===== config.mk =====
export PLATFORM = sky130hd
export DESIGN_NAME = rggen_register_access_arbiter
export DESIGN_NICKNAME = d
export VERILOG_FILES = /design/src/rtl/rggen_register_access_arbiter.sv
export SDC_FILE = /design/constraint.sdc
export NUM_CORES = 1
export LEC_CHECK = 0
export ABC_AREA = 1
export CAP_MARGIN = 20
export CORE_MARGIN = 5
export CORE_UTILIZATION = 38
export CTS_CLUSTER_DIAMETER = 60
export CTS_CLUSTER_SIZE = 30
export DETAILED_ROUTE_END_ITERATION = 8
export GPL_ROUTABILITY_DRIVEN = 0
export GPL_TIMING_DRIVEN = 1
export PLACE_DENSITY = 0.85
export SYNTH_ARGS = -nofsm -noshare
export SYNTH_HDL_FRONTEND = slang
export SYNTH_SLANG_ARGS = --single-unit

===== constraint.sdc =====
create_clock -name i_clk -period 1.6 [get_ports i_clk]
set_input_delay 0.16 -clock i_clk [delete_from_list [all_inputs] [get_ports i_clk]]
set_output_delay 0.16 -clock i_clk [all_outputs]
set_load 0.05 [all_outputs]

===== src/rtl/rggen_register_access_arbiter.sv =====
// Round-robin arbiter sharing one register-block access port among HOSTS hosts.
// Optional downstream watchdog: define RGGEN_REGISTER_ARBITER_TIMEOUT_EN.
module rggen_register_access_arbiter #(
    parameter int HOSTS          = 2,
    parameter int ADDRESS_WIDTH  = 8,
    parameter int BUS_WIDTH      = 32,
    parameter int TIMEOUT_CYCLES = 256
) (
    input  logic                           i_clk,
    input  logic                           i_rst,
    input  logic [HOSTS-1:0]               i_request_valid,
    output logic [HOSTS-1:0]               o_request_ready,
    input  logic [HOSTS-1:0]               i_request_write,
    input  logic [HOSTS*ADDRESS_WIDTH-1:0] i_request_address,
    input  logic [HOSTS*BUS_WIDTH-1:0]     i_request_data,
    input  logic [HOSTS*BUS_WIDTH/8-1:0]   i_request_strobe,
    output logic [HOSTS-1:0]               o_response_valid,
    input  logic [HOSTS-1:0]               i_response_ready,
    output logic [1:0]                     o_response_status,
    output logic [BUS_WIDTH-1:0]           o_response_data,
    output logic                           o_access_valid,
    output logic                           o_access_write,
    output logic [ADDRESS_WIDTH-1:0]       o_access_address,
    output logic [BUS_WIDTH-1:0]           o_access_data,
    output logic [BUS_WIDTH/8-1:0]         o_access_strobe,
    input  logic                           i_access_ready,
    input  logic [1:0]                     i_access_status,
    input  logic [BUS_WIDTH-1:0]           i_access_data
);
    localparam int SW = BUS_WIDTH / 8;
    localparam int GW = (HOSTS > 1) ? $clog2(HOSTS) : 1;

    typedef enum logic [1:0] {
        IDLE,
        ACCESS,
        RESPOND
    } state_e;

    state_e                   state_q;
    logic [GW-1:0]            grant_q;
    logic                     write_q;
    logic [ADDRESS_WIDTH-1:0] address_q;
    logic [BUS_WIDTH-1:0]     data_q;
    logic [SW-1:0]            strobe_q;
    logic [1:0]               status_q;
    logic [BUS_WIDTH-1:0]     rdata_q;
    logic                     access_valid_q;
    logic [HOSTS-1:0]         response_valid_q;

    logic                     win_valid;
    logic [GW-1:0]            win_idx;
    logic [HOSTS-1:0]         win_onehot;
    logic                     expired;

    function automatic logic [GW-1:0] rr_index(input logic [GW-1:0] last,
                                               input int offset);
        return GW'((int'(last) + 1 + offset) % HOSTS);
    endfunction

    // grant_q doubles as the last-granted host that seeds the search
    always_comb begin
        win_valid = 1'b0;
        win_idx   = '0;
        for (int i = 0; i < HOSTS; i++) begin
            if (!win_valid && i_request_valid[rr_index(grant_q, i)]) begin
                win_valid = 1'b1;
                win_idx   = rr_index(grant_q, i);
            end
        end
    end

    always_comb begin
        win_onehot          = '0;
        win_onehot[win_idx] = win_valid;
    end

    assign o_request_ready = (state_q == IDLE) ? win_onehot : '0;

`ifdef RGGEN_REGISTER_ARBITER_TIMEOUT_EN
    localparam int TW = (TIMEOUT_CYCLES > 1) ? $clog2(TIMEOUT_CYCLES) : 1;
    logic [TW-1:0] timer_q;
    assign expired = (timer_q == TW'(TIMEOUT_CYCLES - 1));
`else
    // No watchdog in this build: ACCESS waits for the downstream forever
    assign expired = (TIMEOUT_CYCLES < 0);
`endif

    always_ff @(posedge i_clk) begin
        if (i_rst) begin
            state_q          <= IDLE;
            grant_q          <= GW'(HOSTS - 1);
            write_q          <= 1'b0;
            address_q        <= '0;
            data_q           <= '0;
            strobe_q         <= '0;
            status_q         <= '0;
            rdata_q          <= '0;
            access_valid_q   <= 1'b0;
            response_valid_q <= '0;
`ifdef RGGEN_REGISTER_ARBITER_TIMEOUT_EN
            timer_q          <= '0;
`endif
        end else begin
            unique case (state_q)
                IDLE: begin
                    if (win_valid) begin
                        grant_q        <= win_idx;
                        write_q        <= i_request_write[win_idx];
                        address_q      <= i_request_address[int'(win_idx)*ADDRESS_WIDTH +: ADDRESS_WIDTH];
                        data_q         <= i_request_data[int'(win_idx)*BUS_WIDTH +: BUS_WIDTH];
                        strobe_q       <= i_request_strobe[int'(win_idx)*SW +: SW];
                        access_valid_q <= 1'b1;
                        state_q        <= ACCESS;
`ifdef RGGEN_REGISTER_ARBITER_TIMEOUT_EN
                        timer_q        <= '0;
`endif
                    end
                end
                ACCESS: begin
                    if (i_access_ready) begin
                        status_q                  <= i_access_status;
                        rdata_q                   <= write_q ? '0 : i_access_data;
                        access_valid_q            <= 1'b0;
                        response_valid_q[grant_q] <= 1'b1;
                        state_q                   <= RESPOND;
                    end else if (expired) begin
                        status_q                  <= 2'b10;
                        rdata_q                   <= '0;
                        access_valid_q            <= 1'b0;
                        response_valid_q[grant_q] <= 1'b1;
                        state_q                   <= RESPOND;
                    end
`ifdef RGGEN_REGISTER_ARBITER_TIMEOUT_EN
                    else begin
                        timer_q <= timer_q + 1'b1;
                    end
`endif
                end
                RESPOND: begin
                    if (i_response_ready[grant_q]) begin
                        response_valid_q <= '0;
                        state_q          <= IDLE;
                    end
                end
                default: state_q <= IDLE;
            endcase
        end
    end

    assign o_response_valid  = response_valid_q;
    assign o_response_status = status_q;
    assign o_response_data   = rdata_q;
    assign o_access_valid    = access_valid_q;
    assign o_access_write    = write_q;
    assign o_access_address  = address_q;
    assign o_access_data     = data_q;
    assign o_access_strobe   = strobe_q;

endmodule


==> flow_metrics.py <==
metrics = {
    "outcome": {
        "outcome": "finished clean",
    },
    "power_and_ir_drop": {
        "p_sw_frac": 0.344,
        "vdd_drop_max_mv": 0.785,
        "pwr-share-comb": 0.318,
        "seqPwrFrac": 0.380,
        "p_per_area_nw_per_um2": 1030,
        "switchingPower_w": 0.00216,
        "power.leakage_nw": 2.66,
        "p_clk_frac": 0.302,
        "p_int_w": 0.00412,
    },
    "global_route": {
        "grt_max_degree": 36,
        "grt_usage": 0.203,
        "antenna_found_initial": 0,
        "first_global_vias": 4236,
        "grt_first_pass_wirelength_um": 19700,
        "overflow": 0,
    },
    "cells_and_area": {
        "num_antenna_cells": 0,
        "final_common_cell": "nand2_1",
        "final_cell_mix": "210 x nand2_1, 129 x clkdlybuf4s50_1, 96 x buf_4",
        "seqCellArea_sq_um": 1700,
        "nFillCells": 877,
        "multi_input_area_sq_um": 1770,
        "nets": 869,
        "syn_to_final_growth_pct": 61.0,
        "fin_area_sq_um": 6070,
        "final_util": 0.624,
        "drive_above_1_share": 0.179,
    },
    "worst_setup_path": {
        "reg2regPathDepth": 7,
        "critical_path_required_ns": 1.44,
        "regToRegSetupSlack_ns": 0.29,
        "critPathMaxStageDelay_ns": 0.34,
        "crit_path_end_kind": "output pin",
        "critPathMaxFanout": 6,
        "r2r-end": "o_access_data[26]",
        "cp-start-kind": "flop",
        "cpMostUsedCell": "nor2_4",
        "crit_family": "simple AND/OR/NAND/NOR gates",
        "crit_type": "flop to output pin",
        "path_buf_inv": 3,
        "rr_startpoint": "grant_q",
        "cp_slowest_cell": "dfxtp_1",
        "crit_cells": 6,
        "cp_cell_sequence": "inv_1, nand2_2, nor2_4, inv_4, nor2_4, buf_12",
        "crit_arrival_ns": 1.35,
    },
    "sta": {
        "finalHoldWorstSlack_ns": 0.132,
        "worst_slew_margin_rel": 0.714,
        "finalSetupTns_ns": 0,
        "worst_slew_pin_slew_ns": 0.428,
        "period_share": 0.943,
        "finalHoldViolations": 0,
        "fin_ws_ns": 0.0915,
        "drv_slew": 0,
        "rsz0062_at_grt": "false",
        "finalCriticalPeriod_ns": 1.51,
        "fmax_mhz": 663,
        "final-setup-viol-count": 0,
        "fin_worst_skew_ns": 0.0145,
    },
    "synth": {
        "ys_ff_latch": 85,
        "syn_area_sq_um": 3770,
        "syn_avg_cell_area_sq_um": 6.98,
        "ys_warn_count": 0,
        "syn_inst": 540,
        "synth_cell_types": 18,
        "synth_area_leaders": "dfxtp_1 45%, nand2_1 21%, a21oi_1 9.2%, nand4_1 5.3%, nand3_1 4.5%",
        "yosys.area.top_type": "dfxtp_1",
        "synth-seq-area-share": 0.451,
        "yosysTopAreaCellShare": 0.451,
        "synth_edf_count": 0,
        "async_flop_share": 0,
        "syn_nets": 671,
        "synthFlopType": "dfxtp_1",
    },
    "run": {
        "cap_violations": 0,
    },
    "floorplanning": {
        "die_x_um": 110,
        "start_util": 0.387,
        "die_y_um": 110,
        "rows": 36,
        "fp.coreArea_sq_um": 9730,
        "die_area_sq_um": 12000,
        "ios": 215,
    },
    "route": {
        "drt_iter0_markers": 339,
        "firstDrtPassIters": 4,
        "wl_met1_um": 5110,
        "route.met2.wl_um": 6410,
        "antenna_left": 0,
        "drt-wirelength-per-cell_um": 14.5,
        "viasPerCell": 4.90,
        "route.met3.wl_um": 805,
        "wirelength_um": 12700,
        "top_layer": "met4",
        "drc": 0,
        "vias": 4292,
    },
    "clock_tree": {
        "cts_hold_buf": 0,
        "cts_tree": "built",
        "clockBufferDepth": 2,
        "post-cts-setup-buffer-count": 0,
        "htree_levels": 3,
        "clock_latency_ns": 0.34,
        "ctsRootBufferMaster": "clkbuf_8",
        "numClockSinks": 85,
        "cts_made_buffers": 9,
        "path_clk_slew_ns": 0.09,
    },
    "placement": {
        "placed_cell_area_sq_um": 5810,
        "pre_cts_ws_ns": 0.0110,
        "dp_hpwl_um": 9590,
        "port_buffers": 214,
    },
    "min_path": {
        "timing.hold.worst_path_depth": 2,
        "min_to": "o_access_valid",
        "hold_path_class": "input pin to flop",
        "hp-start": "i_rst",
    },
}
what timing repair did:
action / CTS / global route
setup endpoints to repair: 1 / 1
resized for setup: 3 / 3
pin swaps: 0 / 0
how the worst max path moves through the flow:
| stage | start | end | slack, ns |
|---|---|---|---|
| final | state_q[1] | o_request_ready[0] | 0.09 |
| after CTS | state_q[0] | o_request_ready[0] | 0.01 |
| after global routing | state_q[1] | o_request_ready[0] | 0.009 |
| after floorplan | state_q[0] | o_request_ready[0] | 0.1 |
| after detailed placement | i_request_valid[0] | o_access_data[26] | 0.01 |
| after global placement | i_request_valid[1] | o_access_data[29] | 0.06 |
sequential cells by signal, summed over array words and instances, names as in the netlist:
| signal | count |
|---|---|
| o_access_write | 1 |
| o_access_valid | 1 |
| o_access_data | 32 |
| o_access_address | 8 |
| o_response_status | 2 |
| o_response_data | 32 |
| o_access_strobe | 4 |
| state_q | 2 |
| o_response_valid | 2 |
| grant_q | 1 |
cell type report:
class	count	area share
sequential	85	0.281
clock buffer	9	0.0204
timing repair buffer	232	0.352
multi-input combinational	400	0.292
tap	133	0.0274
clock inverter	7	0.0210
inverter	10	0.00660
through the flow:
step	power (W)	instances
2_1_floorplan	0.00364	540
3_3_place_gp	0.00438	860
3_5_place_dp	0.00442	860
4_1_cts	0.00633	876
5_1_grt	0.00657	876
6_report	0.00628	876
worst reg2reg max path, stage by stage, from the launching register on:
cell and delay, ns:
dfxtp_2 0.39, nand2_2 0.07, nand2_2 0.14, buf_4 0.29
nand2_1 0.10, nand2_1 0.08, nand2_1 0.05, a21oi_1 0.12
power by group through the flow:
stage,registers (W),logic [W],clock network (W)
finish,0.00238,0.00200,0.00190
global route,0.00240,0.00214,0.00202
CTS,0.00238,0.00200,0.00195
detailed placement,0.00243,0.00199,0
global placement,0.00242,0.00196,0
floorplan,0.00298,0.000667,0
cells in the mapped netlist (7+ instances only):
library cell	n
clkbuf_1	17
nand4_1	32
nand2_1	211
o21ai_1	8
buf_2	14
nand3_1	34
dfxtp_1	85
a21oi_1	69
inv_1	9
nor2_1	32
buf_6	10
o21ai_0	7
layer usage:
| layer | track usage | vias up |
|---|---|---|
| met4 | 0.0828 | 0 |
| met2 | 0.361 | 150 |
| met5 | 0 | - |
| met3 | 0.0446 | 29 |
| met1 | 0.234 | 1961 |
| li1 | - | 2152 |
logic make-up (layout without fill, tap and decap cells):
logic type             after synthesis  after routing  share of synthesized area
AOI/OAI and AO/OA                   85             85                      0.114
buffers and inverters               55            258                     0.0833
DFF                                 85             85                      0.451
and+or+nand+nor                    315            315                      0.351
Note: power is estimated with default switching activity, not from simulation.
